File: config.mk
export PLATFORM = sky130hd
export DESIGN_NAME = mem_arbiter_flat
export DESIGN_NICKNAME = d
export VERILOG_FILES = /design/src/rtl/mem_arbiter_pkg.sv /design/src/rtl/mem_arbiter_if.sv /design/src/rtl/mem_arbiter.sv /design/src/flat_wrapper.sv
export SDC_FILE = /design/constraint.sdc
export NUM_CORES = 1
export LEC_CHECK = 0
export CAP_MARGIN = 20
export CORE_MARGIN = 2
export CORE_UTILIZATION = 30
export CTS_CLUSTER_DIAMETER = 50
export DETAILED_ROUTE_END_ITERATION = 10
export GPL_TIMING_DRIVEN = 0
export MAX_ROUTING_LAYER = met4
export PLACE_DENSITY = 0.67
export SLEW_MARGIN = 40
export SYNTH_ARGS = -nofsm -noshare
export SYNTH_HDL_FRONTEND = slang
export SYNTH_SLANG_ARGS = --single-unit
File: constraint.sdc
create_clock -name clk -period 3.59 [get_ports clk]
set_input_delay 0.718 -clock clk [delete_from_list [all_inputs] [get_ports clk]]
set_output_delay 0.718 -clock clk [all_outputs]
set_load 0.02 [all_outputs]
File: src/rtl/mem_arbiter_pkg.sv
// Shared definitions for the I/D-cache memory arbiter.
// Holds the FSM state encoding, the requester ids and the round-robin pick helper.
package mem_arbiter_pkg;

  typedef enum logic [1:0] {
    StIdle = 2'd0,
    StBusy = 2'd1,
    StDone = 2'd2
  } state_e;

  // Requester ids, also used as the grant / owner / err_owner encoding.
  localparam logic RqI = 1'b0;  // icache
  localparam logic RqD = 1'b1;  // dcache

  // Two-way round-robin: on a tie the requester not served last wins.
  function automatic logic rr_pick(logic ireq, logic dreq, logic last);
    if (ireq && dreq) begin
      return ~last;
    end
    return dreq;  // only icache -> RqI, only dcache -> RqD
  endfunction

endpackage

File: src/rtl/mem_arbiter_if.sv
// Bundle of the requester (icache/dcache) and main-memory signals around mem_arbiter.
//   master : arbiter view (takes requests and mem response, drives acks and the mem port)
//   slave  : environment view (caches plus memory model)
interface mem_arbiter_if #(
  parameter int unsigned ADDR_W = 32,
  parameter int unsigned DATA_W = 32
) ();

  // icache requester
  logic              i_req;
  logic              i_we;
  logic [ADDR_W-1:0] i_addr;
  logic [DATA_W-1:0] i_wdata;
  logic              i_ack;
  // dcache requester
  logic              d_req;
  logic              d_we;
  logic [ADDR_W-1:0] d_addr;
  logic [DATA_W-1:0] d_wdata;
  logic              d_ack;
  // shared read return
  logic [DATA_W-1:0] rdata;
  // memory port
  logic              mem_req;
  logic              mem_we;
  logic [ADDR_W-1:0] mem_addr;
  logic [DATA_W-1:0] mem_wdata;
  logic [DATA_W-1:0] mem_rdata;
  logic              mem_ready;
  // watchdog status
  logic              err;
  logic              err_owner;

  modport master (
    input  i_req, i_we, i_addr, i_wdata,
    input  d_req, d_we, d_addr, d_wdata,
    input  mem_rdata, mem_ready,
    output i_ack, d_ack, rdata,
    output mem_req, mem_we, mem_addr, mem_wdata,
    output err, err_owner
  );

  modport slave (
    output i_req, i_we, i_addr, i_wdata,
    output d_req, d_we, d_addr, d_wdata,
    output mem_rdata, mem_ready,
    input  i_ack, d_ack, rdata,
    input  mem_req, mem_we, mem_addr, mem_wdata,
    input  err, err_owner
  );

endinterface

File: src/rtl/mem_arbiter.sv
// Shares the single main-memory port between the icache (id 0) and dcache (id 1).
// One transaction at a time: IDLE (arbitrate, latch) -> BUSY (mem_req held) -> DONE (ack pulse).
// Ties are broken round-robin; a watchdog aborts a BUSY phase after TIMEOUT cycles without
// mem_ready, acking the owner with rdata=0 and raising the sticky err flag.
// Ports:
//   clk  - clock, all state on rising edge
//   rst  - synchronous active-high reset
//   bus  - mem_arbiter_if.master: requester handshakes, shared rdata, memory port, err status
module mem_arbiter
  import mem_arbiter_pkg::*;
#(
  parameter int unsigned ADDR_W  = 32,
  parameter int unsigned DATA_W  = 32,
  parameter int unsigned TIMEOUT = 255
) (
  input  logic          clk,
  input  logic          rst,
  mem_arbiter_if.master bus
);

  localparam int unsigned     CntW    = $clog2(TIMEOUT + 1);
  localparam logic [CntW-1:0] CntLast = CntW'(TIMEOUT - 1);
  localparam logic [CntW-1:0] CntMax  = CntW'(TIMEOUT);

  state_e            state_q, state_d;
  logic              owner_q, owner_d;
  logic              last_q, last_d;
  logic              ack_q, ack_d;
  logic              mem_req_q, mem_req_d;
  logic              mem_we_q, mem_we_d;
  logic [ADDR_W-1:0] mem_addr_q, mem_addr_d;
  logic [DATA_W-1:0] mem_wdata_q, mem_wdata_d;
  logic [DATA_W-1:0] rdata_q, rdata_d;
  logic              err_q, err_d;
  logic              err_owner_q, err_owner_d;
  logic [CntW-1:0]   cnt_q, cnt_d;
  logic              gnt;

  always_comb begin
    state_d     = state_q;
    owner_d     = owner_q;
    last_d      = last_q;
    ack_d       = 1'b0;
    mem_req_d   = mem_req_q;
    mem_we_d    = mem_we_q;
    mem_addr_d  = mem_addr_q;
    mem_wdata_d = mem_wdata_q;
    rdata_d     = rdata_q;
    err_d       = err_q;
    err_owner_d = err_owner_q;
    cnt_d       = cnt_q;
    gnt         = RqI;

    case (state_q)
      StIdle: begin
        if (bus.i_req || bus.d_req) begin
          gnt         = rr_pick(bus.i_req, bus.d_req, last_q);
          owner_d     = gnt;
          mem_we_d    = (gnt == RqD) ? bus.d_we    : bus.i_we;
          mem_addr_d  = (gnt == RqD) ? bus.d_addr  : bus.i_addr;
          mem_wdata_d = (gnt == RqD) ? bus.d_wdata : bus.i_wdata;
          mem_req_d   = 1'b1;
          cnt_d       = '0;
          state_d     = StBusy;
        end
      end
      StBusy: begin
        if (bus.mem_ready) begin
          rdata_d   = bus.mem_rdata;
          ack_d     = 1'b1;
          last_d    = owner_q;
          mem_req_d = 1'b0;
          state_d   = StDone;
        end else if (cnt_q == CntLast) begin
          // Watchdog abort: this is the TIMEOUT-th BUSY cycle without a response.
          cnt_d       = CntMax;
          rdata_d     = '0;
          ack_d       = 1'b1;
          err_d       = 1'b1;
          err_owner_d = owner_q;
          mem_req_d   = 1'b0;
          state_d     = StDone;
        end else begin
          cnt_d = cnt_q + 1'b1;
        end
      end
      StDone: begin
        // Requests seen here are not new ones; arbitration restarts in IDLE.
        mem_req_d = 1'b0;
        state_d   = StIdle;
      end
      default: begin
        mem_req_d = 1'b0;
        state_d   = StIdle;
      end
    endcase
  end

  always_ff @(posedge clk) begin
    if (rst) begin
      state_q     <= StIdle;
      owner_q     <= RqI;
      last_q      <= RqD;  // icache wins the first tie
      ack_q       <= 1'b0;
      mem_req_q   <= 1'b0;
      mem_we_q    <= 1'b0;
      mem_addr_q  <= '0;
      mem_wdata_q <= '0;
      rdata_q     <= '0;
      err_q       <= 1'b0;
      err_owner_q <= 1'b0;
      cnt_q       <= '0;
    end else begin
      state_q     <= state_d;
      owner_q     <= owner_d;
      last_q      <= last_d;
      ack_q       <= ack_d;
      mem_req_q   <= mem_req_d;
      mem_we_q    <= mem_we_d;
      mem_addr_q  <= mem_addr_d;
      mem_wdata_q <= mem_wdata_d;
      rdata_q     <= rdata_d;
      err_q       <= err_d;
      err_owner_q <= err_owner_d;
      cnt_q       <= cnt_d;
    end
  end

  assign bus.i_ack     = ack_q && (owner_q == RqI);
  assign bus.d_ack     = ack_q && (owner_q == RqD);
  assign bus.rdata     = rdata_q;
  assign bus.mem_req   = mem_req_q;
  assign bus.mem_we    = mem_we_q;
  assign bus.mem_addr  = mem_addr_q;
  assign bus.mem_wdata = mem_wdata_q;
  assign bus.err       = err_q;
  assign bus.err_owner = err_owner_q;

endmodule

File: src/flat_wrapper.sv
// flat-port wrapper written by rule: the top's interface ports become plain ports
module mem_arbiter_flat import mem_arbiter_pkg::*;
#(
  parameter int unsigned ADDR_W  = 32,
  parameter int unsigned DATA_W  = 32,
  parameter int unsigned TIMEOUT = 255
)
  (clk, rst, bus_i_req, bus_i_we, bus_i_addr, bus_i_wdata, bus_d_req, bus_d_we, bus_d_addr, bus_d_wdata, bus_mem_rdata, bus_mem_ready, bus_i_ack, bus_d_ack, bus_rdata, bus_mem_req, bus_mem_we, bus_mem_addr, bus_mem_wdata, bus_err, bus_err_owner);
  mem_arbiter_if #(.ADDR_W(ADDR_W), .DATA_W(DATA_W)) bus_i ();
  input  logic clk;
  input  logic rst;
  input wire logic [$bits(bus_i.i_req)-1:0] bus_i_req;
  input wire logic [$bits(bus_i.i_we)-1:0] bus_i_we;
  input wire logic [$bits(bus_i.i_addr)-1:0] bus_i_addr;
  input wire logic [$bits(bus_i.i_wdata)-1:0] bus_i_wdata;
  input wire logic [$bits(bus_i.d_req)-1:0] bus_d_req;
  input wire logic [$bits(bus_i.d_we)-1:0] bus_d_we;
  input wire logic [$bits(bus_i.d_addr)-1:0] bus_d_addr;
  input wire logic [$bits(bus_i.d_wdata)-1:0] bus_d_wdata;
  input wire logic [$bits(bus_i.mem_rdata)-1:0] bus_mem_rdata;
  input wire logic [$bits(bus_i.mem_ready)-1:0] bus_mem_ready;
  output wire logic [$bits(bus_i.i_ack)-1:0] bus_i_ack;
  output wire logic [$bits(bus_i.d_ack)-1:0] bus_d_ack;
  output wire logic [$bits(bus_i.rdata)-1:0] bus_rdata;
  output wire logic [$bits(bus_i.mem_req)-1:0] bus_mem_req;
  output wire logic [$bits(bus_i.mem_we)-1:0] bus_mem_we;
  output wire logic [$bits(bus_i.mem_addr)-1:0] bus_mem_addr;
  output wire logic [$bits(bus_i.mem_wdata)-1:0] bus_mem_wdata;
  output wire logic [$bits(bus_i.err)-1:0] bus_err;
  output wire logic [$bits(bus_i.err_owner)-1:0] bus_err_owner;
  assign bus_i.i_req = bus_i_req;
  assign bus_i.i_we = bus_i_we;
  assign bus_i.i_addr = bus_i_addr;
  assign bus_i.i_wdata = bus_i_wdata;
  assign bus_i.d_req = bus_d_req;
  assign bus_i.d_we = bus_d_we;
  assign bus_i.d_addr = bus_d_addr;
  assign bus_i.d_wdata = bus_d_wdata;
  assign bus_i.mem_rdata = bus_mem_rdata;
  assign bus_i.mem_ready = bus_mem_ready;
  assign bus_i_ack = bus_i.i_ack;
  assign bus_d_ack = bus_i.d_ack;
  assign bus_rdata = bus_i.rdata;
  assign bus_mem_req = bus_i.mem_req;
  assign bus_mem_we = bus_i.mem_we;
  assign bus_mem_addr = bus_i.mem_addr;
  assign bus_mem_wdata = bus_i.mem_wdata;
  assign bus_err = bus_i.err;
  assign bus_err_owner = bus_i.err_owner;
  mem_arbiter #(.ADDR_W(ADDR_W), .DATA_W(DATA_W), .TIMEOUT(TIMEOUT)) u_core (.clk(clk), .rst(rst), .bus(bus_i));
endmodule
# Word level (Yosys, flattened, before mapping)
# Index checks and enable logic that the tools add are counted.
dict set report totals {
  mem_count 0
  inputBits 167
  latchBits 0
  regBits 113
  elab_cells 62
  romBits 0
  ram_bits 0
  output_inout_bits 102
}
dict set report op_classes {
  eq_ne 5
  mul 0
  add_sub_neg 1
  mux 26
  n_lt_le_gt_ge 0
  div 0
  n_reduce_logical 14
  shifts 0
  bitwise 4
}
# cell count
set op_table {}
lappend op_table {{32-bit two-way mux} 4}
lappend op_table {{8-bit two-way mux} 3}
lappend op_table {{8-bit case mux with 2 select lines} 1}
lappend op_table {{1-bit two-way mux} 13}
lappend op_table {{8-bit by 1-bit adder with 8-bit output, second input constant} 1}
lappend op_table {{8-bit equality test, second input constant} 1}
lappend op_table {{2-bit AND reduction} 4}
lappend op_table {{2-bit two-way mux} 3}
lappend op_table {{3-bit AND reduction} 2}
lappend op_table {{1-bit NOT} 4}
lappend op_table {{2-bit case mux with 2 select lines} 1}
lappend op_table {{2-bit nonzero test} 2}
lappend op_table {{1-bit logical AND} 3}
lappend op_table {{3-bit by 2-bit inequality test with 1-bit output, second input constant} 1}
lappend op_table {{2-bit by 1-bit equality test with 1-bit output, second input constant} 1}
lappend op_table {{2-bit logical NOT} 1}
lappend op_table {{2-bit by 1-bit inequality test with 1-bit output, second input constant} 1}
lappend op_table {{2-bit inequality test, second input constant} 1}
lappend op_table {{1-bit case mux with 2 select lines} 1}
lappend op_table {{2-bit OR reduction} 1}
lappend op_table {{1-bit logical OR} 1}

# Logic depth before layout (Yosys ltp)
dict set report logic_depth {
  depth_word 8
  ltp_mapped 7
  depth_no_buf 6
}

# Least setup slack after synthesis
# Ideal clock, no wire load.
dict set report synth_path {
  path_kind {input-to-reg}
  startpoint {input bus_mem_ready}
  endpoint {register u_core.cnt_q[6]}
  slack_ns 1.729
  t_required_ns 3.516
  arrival_time_ns 1.786
  setup_time_ns 0.074
  path_stages 4
  cell_sequence {or3b_4 or3_1 or2_0 a31oi_1}
}
dict set report synth_between {
  elab_chain_cells 2
}
# element line_no
set synth_lines {}
lappend synth_lines {{start: declaration} flat_wrapper.sv:21} ;# input wire logic [$bits(bus_i.mem_ready)-1:0] bus_mem_ready;
lappend synth_lines {{2-bit inequality test (no line)} -}
lappend synth_lines {{3-bit AND reduction (no line)} -}
lappend synth_lines {{end signal: assignment} mem_arbiter.sv:125} ;# cnt_q <= cnt_d;
lappend synth_lines {{end: declaration} mem_arbiter.sv:36} ;# logic [CntW-1:0] cnt_q, cnt_d;
# No other way between the ends.
# A chain may end at the register's enable or synchronous reset.

# Final worst setup path
dict set report layout_path {
  startpoint {input bus_d_req}
  endpoint {register u_core.mem_addr_q[24], in the netlist u_core.bus.mem_addr[24]}
}
dict set report layout_between {
  elab_chain_cells 8
}
# element line_no
set layout_lines {}
lappend layout_lines {{start: declaration} flat_wrapper.sv:16} ;# input wire logic [$bits(bus_i.d_req)-1:0] bus_d_req;
lappend layout_lines {{1-bit logical AND} mem_arbiter_pkg.sv:17} ;# if (ireq && dreq) begin
lappend layout_lines {{1-bit two-way mux} mem_arbiter_pkg.sv:17}
lappend layout_lines {{1-bit two-way mux} mem_arbiter.sv:56} ;# if (bus.i_req || bus.d_req) begin
lappend layout_lines {{1-bit two-way mux} mem_arbiter.sv:54} ;# case (state_q)
lappend layout_lines {{1-bit two-way mux} mem_arbiter_pkg.sv:20} ;# return dreq;
lappend layout_lines {{1-bit two-way mux} mem_arbiter.sv:56}
lappend layout_lines {{1-bit two-way mux} mem_arbiter.sv:54}
lappend layout_lines {{32-bit two-way mux} mem_arbiter.sv:60} ;# mem_addr_d = (gnt == RqD) ? bus.d_addr : bus.i_addr;
lappend layout_lines {{end signal: assignment} mem_arbiter.sv:120} ;# mem_addr_q <= mem_addr_d;
lappend layout_lines {{end: declaration} mem_arbiter.sv:31} ;# logic [ADDR_W-1:0] mem_addr_q, mem_addr_d;
# Parallel ways exist; a longest one is shown, timed or not. The select of a mux whose other input is x is not followed.

==> flow_summary.yaml <==
status:
  status: "complete, no violations"
hold_path:
  hold_path_depth: 2
  hold_path.class: "flip-flop to flip-flop"
logic_synthesis:
  synth_area_leaders: "dfxtp_1 50%, mux2i_1 15%, a211oi_1 11%"
  synth_edf_count: 0
  dominantRegCellSynth: "dfxtp_1"
  syn_avg_cell_area_um2: 9.94
  post-synth-top-count-cell: "dfxtp_1"
  syn-instance-count: 454
  yosysWarnings: 0
  ys_async_sr_fraction_pct: 0
  synth.distinct_cells: 36
  synth-seq-cells: 112
  syn_area_um2: 4510
  synth_top_cells_by_count: "112 x dfxtp_1, 77 x nor2_1, 67 x mux2i_1"
  yosys.area.top_type: "dfxtp_1"
  syn-num-nets: 623
  synth_top_area_share_pct: 49.7
  ys_seq_area_share_pct: 49.7
finish:
  nets: 901
  drive_above_1_share_pct: 4.61
  multi_input_area_um2: 2100
  n_fill_cell: 1354
  layout.area.seq_um2: 2240
  diodes: 0
  synthToLayoutAreaGrowth_pct: 71.1
routing:
  first_iter_violations: 203
  vias_per_cell: 4.86
  num_vias: 4473
  ant_nets: 0
  remaining_drc_errors: 0
  wl_per_cell_um: 16.5
  first_pass_iters: 4
  routed_wl_um: 15200
critical_path:
  start_kind: "input port"
  critPathArrivalTime_ps: 2500
  r2r_start: "u_core.cnt_q[0]"
  r2r-end: "u_core.bus.rdata[22]"
  endpoint: "u_core.bus.mem_addr[24]"
  cp_max_fo: 10
  rr_worst_depth: 7
  path_class: "input port to flip-flop"
  reg2reg_slack_ps: 1600
  endpoint_kind: "flip-flop"
  cp.required_ps: 3810
  critPathLaunch: "bus_d_req"
power_and_ir_drop:
  finalPower_uw: 3310
  peakVddDrop_mv: 0.394
  leakage_uw: 0.00290
  power-per-cell-area_nw_per_um2: 429
timing:
  period_share_pct: 63.4
  timing.fmax_mhz: 440
  holdWs_ps: 461
  post-route-min-period_ps: 2270
  drv_slew: 0
  max_slew_margin_pct: 58.3
  setup_violations: 0
  final.setup.tns_ps: 0
  finalClockSkew_ps: 8.51
  hold_violations: 0
  worst_pin_slew_ps: 626
  rsz0062_at_grt: "no"
cts:
  holdBufCountCts: 0
  cts_setup_buffers: 0
  clkTransAtPathRegs_ps: 80
  cts_resized: 0
  clk_path_buf_depth: 2
  cts-root-buf: "clkbuf_16"
  clkSinkCount: 112
  htreeDepth: 3
  cts_tree: "built"
  clock_latency_ps: 350
  numCtsBuffers: 9
floorplanning:
  start_util_pct: 30.8
  die-area_um2: 16000
  die_w_um: 127
  num_rows: 44
  die_h_um: 127
  core_area_um2: 14600
  ioPinCount: 269
global_routing:
  grt_pass1_wl_um: 23500
  antenna_found_initial: 0
  grt_start_max_net_pins: 20
  grt_pass1_vias: 4573
  grt_overflow: 0
  grtUsageTotal_pct: 19.2
place:
  port_buffers: 267
  dp_hpwl_um: 12000
  gp_congestion: 0.782
job:
  cap_violations: 0
[per-layer routing]
metal	GRT usage, %	part of all wire (%)	up-vias
met5	-	0	-
met4	4.07	1.1	0
met3	6.33	6.6	11
met2	34.7	52	153
met1	20.6	40	2090
li1	-	-	2219
[logic make-up (layout without fill, tap and decap cells)]
kind of cell / after synthesis / in the layout / synth area share, %
compound gates: 123 / 123 / 20.4
flops: 112 / 112 / 49.7
simple gates: 109 / 109 / 10.6
mux: 67 / 67 / 14.9
buf+inv: 41 / 324 / 3.88
fa+ha+maj: 2 / 2 / 0.554
[report_power, final]
group          internal, uW  switching [uW]  leakage [uW]  total [uW]
Clock                   549             476      0.000147        1030
Combinational           459             415       0.00183         874
Sequential             1350            60.3      0.000923        1410
Total                  2360             952       0.00290        3310
[layout by cell type, fill, tap and decap left out, drive strengths merged]
| master | Yosys | routed |
|---|---|---|
| nor3b | 1 | 1 |
| a31oi | 2 | 2 |
| nand3 | 5 | 5 |
| clkbuf | 23 | 32 |
| nor2b | 3 | 3 |
| o21ai | 9 | 9 |
| nand2 | 5 | 5 |
| a21oi | 8 | 8 |
| or3b | 1 | 1 |
| a41oi | 1 | 1 |
| or4 | 1 | 1 |
| nand2b | 1 | 1 |
| bufinv | 0 | 1 |
| buf | 16 | 16 |
| or2 | 2 | 2 |
| ha | 2 | 2 |
| a22oi | 1 | 1 |
| clkinv | 0 | 2 |
| nand4 | 2 | 2 |
| or3 | 2 | 2 |
| and3b | 1 | 1 |
| clkdlybuf4s50 | 0 | 267 |
| o211ai | 1 | 1 |
| mux2i | 67 | 67 |
| inv | 2 | 5 |
| a21boi | 2 | 2 |
| o21bai | 1 | 1 |
| clkinvlp | 0 | 1 |
| nor3 | 3 | 3 |
| a211oi | 65 | 65 |
| dfxtp | 112 | 112 |
| and2 | 5 | 5 |
| a311o | 1 | 1 |
| nor2 | 77 | 77 |
| a22o | 32 | 32 |
[worst min path at each step]
stage               startpoint              end
5_1_grt         u_core.bus.err   u_core.bus.err
2_1_floorplan  u_core.cnt_q[6]  u_core.cnt_q[6]
6_report        u_core.bus.err   u_core.bus.err
3_5_place_dp    u_core.bus.err   u_core.bus.err
3_3_place_gp    u_core.bus.err   u_core.bus.err
4_1_cts         u_core.bus.err   u_core.bus.err
[stage by stage]
| stage | instance area [um^2] | util, % | std cells | worst slack, ps |
|---|---|---|---|---|
| finish | 7720 | 52.8 | 921 | 1320 |
| global route | 7720 | 52.8 | 921 | 1180 |
| CTS | 7720 | 52.7 | 921 | 1280 |
| detailed placement | 7420 | 50.6 | 905 | 904 |
| global placement | 7420 | 50.6 | 905 | 902 |
| floorplan | 4510 | - | 454 | 1730 |
[sequential cells by signal, indices dropped and copies added, names as in the netlist, 2 cells and up]
register              flops
u_core.bus.mem_wdata     32
u_core.cnt_q              8
u_core.bus.rdata         32
u_core.state_q            2
u_core.bus.mem_addr      32
[final cells by class]
class,count,share of cell area [%]
inverter,2,0.0972
multi-input combinational,301,27.2
clock inverter,7,1.00
tap,184,2.98
buffer,39,2.17
sequential,112,29.0
clock buffer,9,2.92
timing repair buffer,267,34.6
[critical path: stages]
cell and delay (ps):
clkdlybuf4s50_1 470, a21boi_1 300, buf_4 270, buf_2 310, mux2i_1 300, a211oi_1 110
(Power assumes the default switching activity.)
